$ cat config.mk
export PLATFORM = sky130hd
export DESIGN_NAME = alu_control_md_flat
export DESIGN_NICKNAME = d
export VERILOG_FILES = /design/src/rtl/alu_control_md_if.sv /design/src/rtl/alu_control_md.sv /design/src/flat_wrapper.sv
export SDC_FILE = /design/constraint.sdc
export NUM_CORES = 1
export LEC_CHECK = 0
export ABC_CLOCK_PERIOD_IN_PS = 6000
export CORE_MARGIN = 8
export CORE_UTILIZATION = 55
export DETAILED_ROUTE_END_ITERATION = 12
export PLACE_DENSITY = 0.77
export SETUP_SLACK_MARGIN = 0.5
export SKIP_LAST_GASP = 1
export SYNTH_ARGS = -nofsm -noshare
export SYNTH_HDL_FRONTEND = slang
export SYNTH_SLANG_ARGS = --single-unit
$ cat constraint.sdc
create_clock -name clk -period 6 [get_ports clk]
set_clock_uncertainty 0.1 [all_clocks]
set_input_delay 0.9 -clock clk [delete_from_list [all_inputs] [get_ports clk]]
set_output_delay 0.9 -clock clk [all_outputs]
set_load 0.02 [all_outputs]
$ cat src/rtl/alu_control_md_if.sv
// Bus between the main control FSM and the ALU control / mult-div sequencer.
// The master drives decode fields, launch request and operands; the slave returns status and HI/LO.
interface alu_control_md_if #(
   parameter int WIDTH = 32
);
   logic [1:0]       ULAOp;
   logic [5:0]       funct;
   logic [2:0]       ULAOpSelector;
   logic             start;
   logic [WIDTH-1:0] a;
   logic [WIDTH-1:0] b;
   logic             busy;
   logic             done;
   logic             div_zero;
   logic [WIDTH-1:0] hi;
   logic [WIDTH-1:0] lo;

   modport master (
      output ULAOp, funct, start, a, b,
      input  ULAOpSelector, busy, done, div_zero, hi, lo
   );

   modport slave (
      input  ULAOp, funct, start, a, b,
      output ULAOpSelector, busy, done, div_zero, hi, lo
   );
endinterface

$ cat src/rtl/alu_control_md.sv
// ALU control for the multicycle MIPS core: combinational ULAOpSelector decode plus an
// iterative shift-add multiplier / restoring divider that writes HI/LO.
module alu_control_md #(
   parameter int WIDTH = 32,
   parameter int CNT_W = $clog2(WIDTH) + 1
) (
   input logic              clk,
   input logic              reset_n,
   alu_control_md_if.slave  bus
);

   typedef enum logic [1:0] {IDLE, RUN, DONE} state_t;

   state_t             state;
   logic [CNT_W-1:0]   cnt;
   logic [2*WIDTH-1:0] work;
   logic [2*WIDTH-1:0] work_next;
   logic [WIDTH-1:0]   opnd;
   logic               is_div;
   logic               neg_q;
   logic               neg_r;
   logic               busy_q;
   logic               done_q;
   logic               div_zero_q;
   logic [WIDTH-1:0]   hi_q;
   logic [WIDTH-1:0]   lo_q;

   logic               is_md;
   logic               launch;
   logic               launch_div;
   logic               a_neg;
   logic               b_neg;
   logic [WIDTH-1:0]   a_mag;
   logic [WIDTH-1:0]   b_mag;
   logic [WIDTH:0]     sum;
   logic [WIDTH:0]     shifted;
   logic [WIDTH:0]     diff;
   logic [2*WIDTH-1:0] mul_res;
   logic [WIDTH-1:0]   quo_res;
   logic [WIDTH-1:0]   rem_res;

   always_comb begin
      bus.ULAOpSelector = 3'b001;
      case (bus.ULAOp)
         2'b00: bus.ULAOpSelector = 3'b001;
         2'b01: bus.ULAOpSelector = 3'b010;
         2'b10: begin
            case (bus.funct)
               6'h20:   bus.ULAOpSelector = 3'b001;
               6'h22:   bus.ULAOpSelector = 3'b010;
               6'h24:   bus.ULAOpSelector = 3'b011;
               6'h26:   bus.ULAOpSelector = 3'b110;
               6'h2A:   bus.ULAOpSelector = 3'b111;
               default: bus.ULAOpSelector = 3'b001;
            endcase
         end
         default: bus.ULAOpSelector = 3'b000;
      endcase
   end

   // funct 0x18..0x1B: bit 1 selects divide, bit 0 selects the unsigned variant.
   // DONE also accepts a launch so back-to-back operations cost WIDTH+1 cycles.
   assign is_md      = (bus.ULAOp == 2'b10) && (bus.funct[5:2] == 4'b0110);
   assign launch     = bus.start && is_md && (state == IDLE || state == DONE);
   assign launch_div = bus.funct[1];
   assign a_neg      = ~bus.funct[0] & bus.a[WIDTH-1];
   assign b_neg      = ~bus.funct[0] & bus.b[WIDTH-1];
   assign a_mag      = a_neg ? -bus.a : bus.a;
   assign b_mag      = b_neg ? -bus.b : bus.b;

   // One iteration: shift-add keeps the product in work; restoring divide keeps
   // remainder in the upper half and dividend/quotient bits in the lower half.
   always_comb begin
      work_next = work;
      sum       = '0;
      shifted   = '0;
      diff      = '0;
      if (is_div) begin
         shifted = {work[2*WIDTH-1:WIDTH], work[WIDTH-1]};
         diff    = shifted - {1'b0, opnd};
         if (!diff[WIDTH])
            work_next = {diff[WIDTH-1:0], work[WIDTH-2:0], 1'b1};
         else
            work_next = {shifted[WIDTH-1:0], work[WIDTH-2:0], 1'b0};
      end else begin
         sum       = {1'b0, work[2*WIDTH-1:WIDTH]} + (work[0] ? {1'b0, opnd} : {(WIDTH+1){1'b0}});
         work_next = {sum, work[WIDTH-1:1]};
      end
   end

   assign mul_res = neg_q ? -work_next : work_next;
   assign quo_res = neg_q ? -work_next[WIDTH-1:0] : work_next[WIDTH-1:0];
   assign rem_res = neg_r ? -work_next[2*WIDTH-1:WIDTH] : work_next[2*WIDTH-1:WIDTH];

   // Sequencer FSM; status outputs and HI/LO are registered here.
   always_ff @(posedge clk or negedge reset_n) begin
      if (!reset_n) begin
         state      <= IDLE;
         cnt        <= '0;
         work       <= '0;
         opnd       <= '0;
         is_div     <= 1'b0;
         neg_q      <= 1'b0;
         neg_r      <= 1'b0;
         busy_q     <= 1'b0;
         done_q     <= 1'b0;
         div_zero_q <= 1'b0;
         hi_q       <= '0;
         lo_q       <= '0;
      end else begin
         case (state)
            IDLE, DONE: begin
               state      <= IDLE;
               done_q     <= 1'b0;
               div_zero_q <= 1'b0;
               if (launch) begin
                  is_div <= launch_div;
                  neg_q  <= a_neg ^ b_neg;
                  neg_r  <= a_neg;
                  opnd   <= launch_div ? b_mag : a_mag;
                  work   <= {{WIDTH{1'b0}}, (launch_div ? a_mag : b_mag)};
                  if (launch_div && bus.b == '0) begin
                     state      <= DONE;
                     done_q     <= 1'b1;
                     div_zero_q <= 1'b1;
                  end else begin
                     state  <= RUN;
                     busy_q <= 1'b1;
                     cnt    <= CNT_W'(WIDTH);
                  end
               end
            end
            RUN: begin
               work <= work_next;
               cnt  <= cnt - CNT_W'(1);
               if (cnt == CNT_W'(1)) begin
                  state  <= DONE;
                  busy_q <= 1'b0;
                  done_q <= 1'b1;
                  if (is_div) begin
                     hi_q <= rem_res;
                     lo_q <= quo_res;
                  end else begin
                     hi_q <= mul_res[2*WIDTH-1:WIDTH];
                     lo_q <= mul_res[WIDTH-1:0];
                  end
               end
            end
            default: state <= IDLE;
         endcase
      end
   end

   assign bus.busy     = busy_q;
   assign bus.done     = done_q;
   assign bus.div_zero = div_zero_q;
   assign bus.hi       = hi_q;
   assign bus.lo       = lo_q;

endmodule

$ cat src/flat_wrapper.sv
// flat-port wrapper written by rule: the top's interface ports become plain ports
module alu_control_md_flat 
#(
   parameter int WIDTH = 32,
   parameter int CNT_W = $clog2(WIDTH) + 1
)
  (clk, reset_n, bus_ULAOp, bus_funct, bus_start, bus_a, bus_b, bus_ULAOpSelector, bus_busy, bus_done, bus_div_zero, bus_hi, bus_lo);
  alu_control_md_if #(.WIDTH(WIDTH)) bus_i ();
  input logic clk;
  input logic reset_n;
  input wire logic [$bits(bus_i.ULAOp)-1:0] bus_ULAOp;
  input wire logic [$bits(bus_i.funct)-1:0] bus_funct;
  input wire logic [$bits(bus_i.start)-1:0] bus_start;
  input wire logic [$bits(bus_i.a)-1:0] bus_a;
  input wire logic [$bits(bus_i.b)-1:0] bus_b;
  output wire logic [$bits(bus_i.ULAOpSelector)-1:0] bus_ULAOpSelector;
  output wire logic [$bits(bus_i.busy)-1:0] bus_busy;
  output wire logic [$bits(bus_i.done)-1:0] bus_done;
  output wire logic [$bits(bus_i.div_zero)-1:0] bus_div_zero;
  output wire logic [$bits(bus_i.hi)-1:0] bus_hi;
  output wire logic [$bits(bus_i.lo)-1:0] bus_lo;
  assign bus_i.ULAOp = bus_ULAOp;
  assign bus_i.funct = bus_funct;
  assign bus_i.start = bus_start;
  assign bus_i.a = bus_a;
  assign bus_i.b = bus_b;
  assign bus_ULAOpSelector = bus_i.ULAOpSelector;
  assign bus_busy = bus_i.busy;
  assign bus_done = bus_i.done;
  assign bus_div_zero = bus_i.div_zero;
  assign bus_hi = bus_i.hi;
  assign bus_lo = bus_i.lo;
  alu_control_md #(.WIDTH(WIDTH), .CNT_W(CNT_W)) u_core (.clk(clk), .reset_n(reset_n), .bus(bus_i));
endmodule
==> results.json <==
{
  "avgRoutedWirePerCell_um": 22.0,
  "htree_levels": 4,
  "fin_nets": 2311,
  "clock_path_buffers": 2,
  "critical_path_buf_inv_count": 0,
  "crit_slowest_cell": "dfrtp_1",
  "leakage_nw": 7.72,
  "syn_inst": 2091,
  "synth_top_area_share_pct": 27.4,
  "crit_fanout": 20,
  "synth_edf_count": 0,
  "cp_cell_sequence": "and2_1 > ha_1 > fa_1 > a21o_1 > a311o_1 > a31oi_4 > o21ai_0 > xnor2_1 > o22ai_1 > a31oi_1 > and4b_1 > nand3_1 > o41ai_2 > o21ai_1 > xor2_1 > o21ai_1",
  "fillers": 2554,
  "rows": 62,
  "pin_count": 145,
  "clock_power_share_pct": 11.4,
  "power.total_mw": 9.98,
  "holdWs_ns": 0.332,
  "syn-cell-area_um2": 15900,
  "setup_viol": 0,
  "synth_top_cell_by_area": "dfrtp_1",
  "firstDrtPassIters": 6,
  "cts.sinks": 174,
  "place.detailed.hpwl_um": 42800,
  "hp-class": "in2async",
  "start_util_pct": 55.6,
  "grt_pass1_vias": 15600,
  "dr_wl_met3_um": 3740,
  "design.die.area_um2": 34600,
  "p_switching_mw": 5.37,
  "place_area_um2": 17600,
  "stdcell_area_um2": 18200,
  "tns_ns": 0,
  "cts_buffers": 17,
  "via_count": 16300,
  "synthArstFlopShare_pct": 100,
  "max_slew.worst_pin.slew_ns": 1.04,
  "dp_slack_ns": 0.702,
  "ctsResizeCount": 0,
  "hold_viol": 0,
  "pwr-share-seq_pct": 19.7,
  "vias_per_cell": 6.35,
  "postCtsSetupRepairBufs": 0,
  "p_int_mw": 4.60,
  "postRouteWirelength_um": 56300,
  "synth_nets": 2238,
  "finalCriticalPeriod_ns": 5.43,
  "core_area_um2": 28600,
  "grt_max_degree": 127,
  "maxUsedRoutingLayer": "met4",
  "cts_root_buf": "clkbuf_16",
  "antenna_found_initial": 2,
  "wl_met2_um": 25600,
  "status": "completed",
  "ys.flop_type": "dfrtp_1",
  "fp.dieW_um": 186,
  "drv_cap": 0,
  "swShare_pct": 53.9,
  "io_buffers": 144,
  "layout_setup_ws_ns": 0.574,
  "syn_avg_cell_area_um2": 7.61,
  "path_common_cell": "o21ai_1",
  "final_antenna_net_count": 0,
  "die_h_um": 186,
  "startpoint_type": "flip-flop",
  "drv_slew": 0,
  "remaining_drc_errors": 0,
  "ys_ff_latch": 174,
  "clock.fmax_ghz": 0.184,
  "grt.overflow.total": 0,
  "critical_path_class": "reg2reg",
  "cpPeakStageDelay_ns": 0.66,
  "cp.arrival_ns": 5.63,
  "synthTopCellsByArea": "dfrtp_1, nand2_1, o21ai_0",
  "wl_met1_um": 23600,
  "cts_tree": "done",
  "holdBufCountCts": 0,
  "pwr-share-comb_pct": 68.8,
  "fin_cells": 2562,
  "p_per_area_nw_per_um2": 548,
  "period_share_pct": 90.4,
  "path_clk_slew_ns": 0.07,
  "relSlewSlack_pct": 30.8,
  "cp_data_required_time_ns": 6.20,
  "insertion_delay_ns": 0.46,
  "yosysSeqAreaShare_pct": 27.4,
  "gp_congestion": 0.982,
  "peakVddDrop_mv": 0.284,
  "postLayoutCoreUtil_pct": 63.6,
  "post_route_cells_drive_above_1_share_pct": 6.11,
  "dp.cells": 2529,
  "grt_usage_pct": 32.5,
  "yosysUniqueCellTypes": 98,
  "drtIter0Drc": 1619,
  "grt_pass1_wl_um": 87200,
  "yosysWarnings": 0,
  "rsz0062_at_grt": "false",
  "cp_top_family": "compound AO/OA/AOI/OAI gates",
  "crit_path_end_kind": "flip-flop",
  "area_growth_pct": 14.4
}
## path summary, 6_finish.rpt
path | start | endpoint | slack, ns | cells past startpoint
min in group clk | u_core.bus.hi[28] | u_core.bus.hi[28] | 0.38 | 2
max in group asynchronous | reset_n | u_core.work[53] | 4.15 | 2
setup reg to reg | u_core.work[0] | u_core.bus.hi[16] | 0.57 | 16
hold / removal | reset_n | u_core.bus.lo[11] | 0.33 | 1
setup / recovery | u_core.work[0] | u_core.bus.hi[16] | 0.57 | 16
hold reg to reg | u_core.bus.hi[28] | u_core.bus.hi[28] | 0.38 | 2
## synthesized netlist by cell type, types with 7 or more instances
cell type  count
a211oi_1      11
a21boi_0       8
a21o_1        21
a21oi_1      156
a31oi_1       19
a41oi_1        7
and2_1        43
and3_1        14
buf_1          9
buf_2         14
clkbuf_1      90
dfrtp_1      174
ha_1          70
inv_1         70
mux2_2        10
mux2i_1       47
nand2_1      319
nand2b_1      16
nand3_1       83
nand4_1       22
nor2_1       143
nor2b_1       17
nor3_1        52
nor3b_1       11
nor4_1        15
o211ai_1      21
o21a_1        19
o21ai_0      226
o21ai_1       18
o221ai_1      32
o31ai_1       15
or3_1         17
xnor2_1       89
xor2_1        68
## cell type report
| type | count | area (µm²) | share of cell area, % |
|---|---|---|---|
| Inverter | 71 | 267 | 1.47 |
| Multi-Input combinational cell | 1726 | 10800 | 59.6 |
| Clock inverter | 14 | 150 | 0.825 |
| Sequential cell | 174 | 4360 | 24.0 |
| Timing Repair Buffer | 174 | 1670 | 9.15 |
| Tap cell | 384 | 480 | 2.64 |
| Clock buffer | 18 | 429 | 2.36 |
| Antenna cell | 1 | 2.50 | 0.0138 |
## flip-flops by register name (all words and copies together) (netlist names)
register	flops
u_core.is_div	1
u_core.bus.div_zero	1
u_core.neg_r	1
u_core.state	2
u_core.bus.done	1
u_core.neg_q	1
u_core.bus.busy	1
u_core.cnt	6
u_core.bus.hi	32
u_core.bus.lo	32
u_core.work	64
u_core.opnd	32
## power groups by stage
stage               clock network, mW  logic, mW  registers, mW
global route                     1.18       7.41           2.02
detailed placement                  0       6.69           1.97
finish                           1.14       6.87           1.97
CTS                              1.15       6.73           1.95
floorplan                           0       4.49           1.97
global placement                    0       6.63           1.95
## layout by cell type (no fill, tap or decap), types with 14 or more instances in the layout
cell	n
o21ai_1	18
inv_1	70
xnor2_1	89
nor2b_1	16
clkbuf_16	17
o31ai_1	15
nor2_1	142
nor3_1	52
and2_1	43
a31oi_1	19
and3_1	14
o211ai_1	21
nand3_1	81
o21a_1	19
a21o_1	21
buf_4	31
dfrtp_1	173
clkdlybuf4s50_1	142
xor2_1	68
nand2b_1	15
o21ai_0	226
mux2i_1	47
nand2_1	319
o221ai_1	32
ha_1	70
nand4_1	22
or3_1	17
nor4_1	14
a21oi_1	154
## per-layer routing
metal | track usage, % | vias to the layer above
met5 | 0 | -
met4 | 19.2 | 0
met3 | 5.25 | 135
met2 | 51.6 | 709
met1 | 41.3 | 7729
li1 | - | 7684
## kinds of logic after synthesis
logic type,count (synthesis),share of synthesized area [%]
XOR/XNOR,157,8.64
AND/OR/NAND/NOR,794,23.6
multiplexers,57,3.67
AO/OA/AOI/OAI,646,26.1
adder cells (fa/ha/maj),72,5.76
buffers and inverters,191,4.83
flip-flops,174,27.4
Note: power is estimated with default switching activity, not from simulation.
==> RTL change (same settings) <==
Re-encode `state_t` (3 states) as one-hot, 3 bits wide.
--- a/src/rtl/alu_control_md.sv
+++ b/src/rtl/alu_control_md.sv
@@ -9,7 +9,7 @@
    alu_control_md_if.slave  bus
 );
 
-   typedef enum logic [1:0] {IDLE, RUN, DONE} state_t;
+   typedef enum logic [2:0] {IDLE = 3'b001, RUN = 3'b010, DONE = 3'b100} state_t;
 
    state_t             state;
    logic [CNT_W-1:0]   cnt;
Formal check against the unedited RTL: no difference found for any inputs over 10 cycles, from zero or initial values and one cycle with reset_n low; not proved beyond that.
==> RTL change against the original RTL <==
Sequential cell count up 1. Setup slack better by 130 ps. Final area grew 0.60%. Critical path depth is 2 higher. Area after synthesis fell by 1.5%. Worst hold slack gained 33 ps. Routed wire length is 4.8% higher. Critical endpoint is now u_core.bus.hi[31]. Highest routed layer is now met5.
Power is not compared: it rests on default switching activity, and its combinational part moved more than twofold at a synthesized area within 25%.
==> RTL change: results <==
{
  "slowest_delay_ps": 560,
  "overflow": 0,
  "largest_reg_flops": 64,
  "seq_area_um2": 4380,
  "antenna_cells": 1,
  "syn_inst": 2065,
  "wl_per_cell_um": 23.0,
  "dpl_worst_slack_ps": 763,
  "num_vias": 16500,
  "met1_length_um": 23600,
  "wl_met2_um": 26000,
  "yosysUniqueCellTypes": 94,
  "use_met3_pct": 6.34,
  "antenna_found_initial": 3,
  "clkSinkCount": 175,
  "critPathTopFamily": "compound AO/OA/AOI/OAI gates",
  "drt_iter0_drc": 2054,
  "dp.cells": 2532,
  "gr-usage-all-layers_pct": 34.3,
  "wl_met3_um": 5210,
  "use_met1_pct": 43.0,
  "n_fill_cell": 2527,
  "clk_share_pct": 3.59,
  "vias_per_cell": 6.42,
  "syn_area_um2": 15700,
  "status": "complete, no violations",
  "ys_top_cells_by_count": "nand2_1 (294), o21ai_0 (205), a21oi_1 (191)",
  "multi_input_area_share_pct": 58.0,
  "grt_start_max_net_pins": 124,
  "multi_input_cells": 1709,
  "placed_area_um2": 17600,
  "arrival_ps": 5480,
  "hpwl_um": 45600,
  "highest_layer": "met5",
  "firstDrtPassIters": 8,
  "path_max_fanout": 16,
  "relSlewSlack_pct": 31.9,
  "inv_count": 63,
  "drive_gt1_share_pct": 6.86,
  "grt_pass1_wl_um": 90200,
  "bufAreaShareNonClock_pct": 10.6,
  "place_congestion": 1.12,
  "synth_top_cells_by_area": "dfrtp_1 (28%), nand2_1 (7.0%), o21ai_0 (6.6%)",
  "synth_async_sr_flop_share_pct": 100,
  "signal_buffers": 207,
  "use_met2_pct": 54.0,
  "syn-num-nets": 2212,
  "yosysSeqAreaShare_pct": 28.0,
  "critPathSlowestCell": "a21oi_1",
  "nets": 2320
}
==> RTL change: changes by cell type after synthesis, sizes merged, moves of 17 or more <==
cell    delta
o221ai    -27
nand3     -58
a22o      +17
a21oi     +33
nand2     -25
nor2      +25
==> RTL change: worst register-to-register path: stages, from the launching register on <==
cell and delay [ps]:
dfrtp_1 470, buf_4 230, and2_1 180, ha_1 450
a21oi_1 560, o221ai_1 250, a21oi_1 460, o21ai_0 260
o211ai_1 300, nand2_1 110, xnor2_1 140, mux2i_1 140
nor4_1 530, buf_4 240, nand4_1 100, o21ai_0 200
buf_4 160, xor2_1 170, o21ai_1 80
==> RTL change: cells by family after synthesis <==
kind of cell	after synthesis	share of synthesized area (%)
fa+ha+maj	72	5.85
xor+xnor	171	9.56
simple gates	734	21.8
buf+inv	181	4.55
flops	175	28.0
mux	50	3.32
compound gates	682	26.9
==> RTL change: stage by stage <==
step | utilization [%] | hold WS [ps] | power, uW
after floorplan | - | 363 | 3290
after global placement | 63.1 | 363 | 4390
after detailed placement | 63.1 | 369 | 4380
after CTS | 65.4 | 386 | 5640
after global routing | 65.5 | 408 | 5980
final | 65.5 | 365 | 5740
==> RTL change: final timing paths <==
path,end,slack (ps),depth (start not counted)
max,u_core.bus.hi[31],700,18
min,u_core.opnd[6],370,1
max reg2reg,u_core.bus.hi[31],700,18
min reg2reg,u_core.bus.hi[0],380,2
max in group asynchronous,u_core.is_div,4420,2
min in group clk,u_core.bus.hi[0],380,2
==> RTL change: power by group <==
part	total [uW]	internal [uW]	switching [uW]
combinational	3060	1120	1940
sequential	1430	1280	151
clock	1250	595	656
total	5740	3000	2740
==> RTL change: timing repair <==
action,4_1_cts,5_1_grt
setup buffers,0,0
resized for setup,0,3
hold endpoints to repair,0,0
endpoints found under the setup margin,0,5
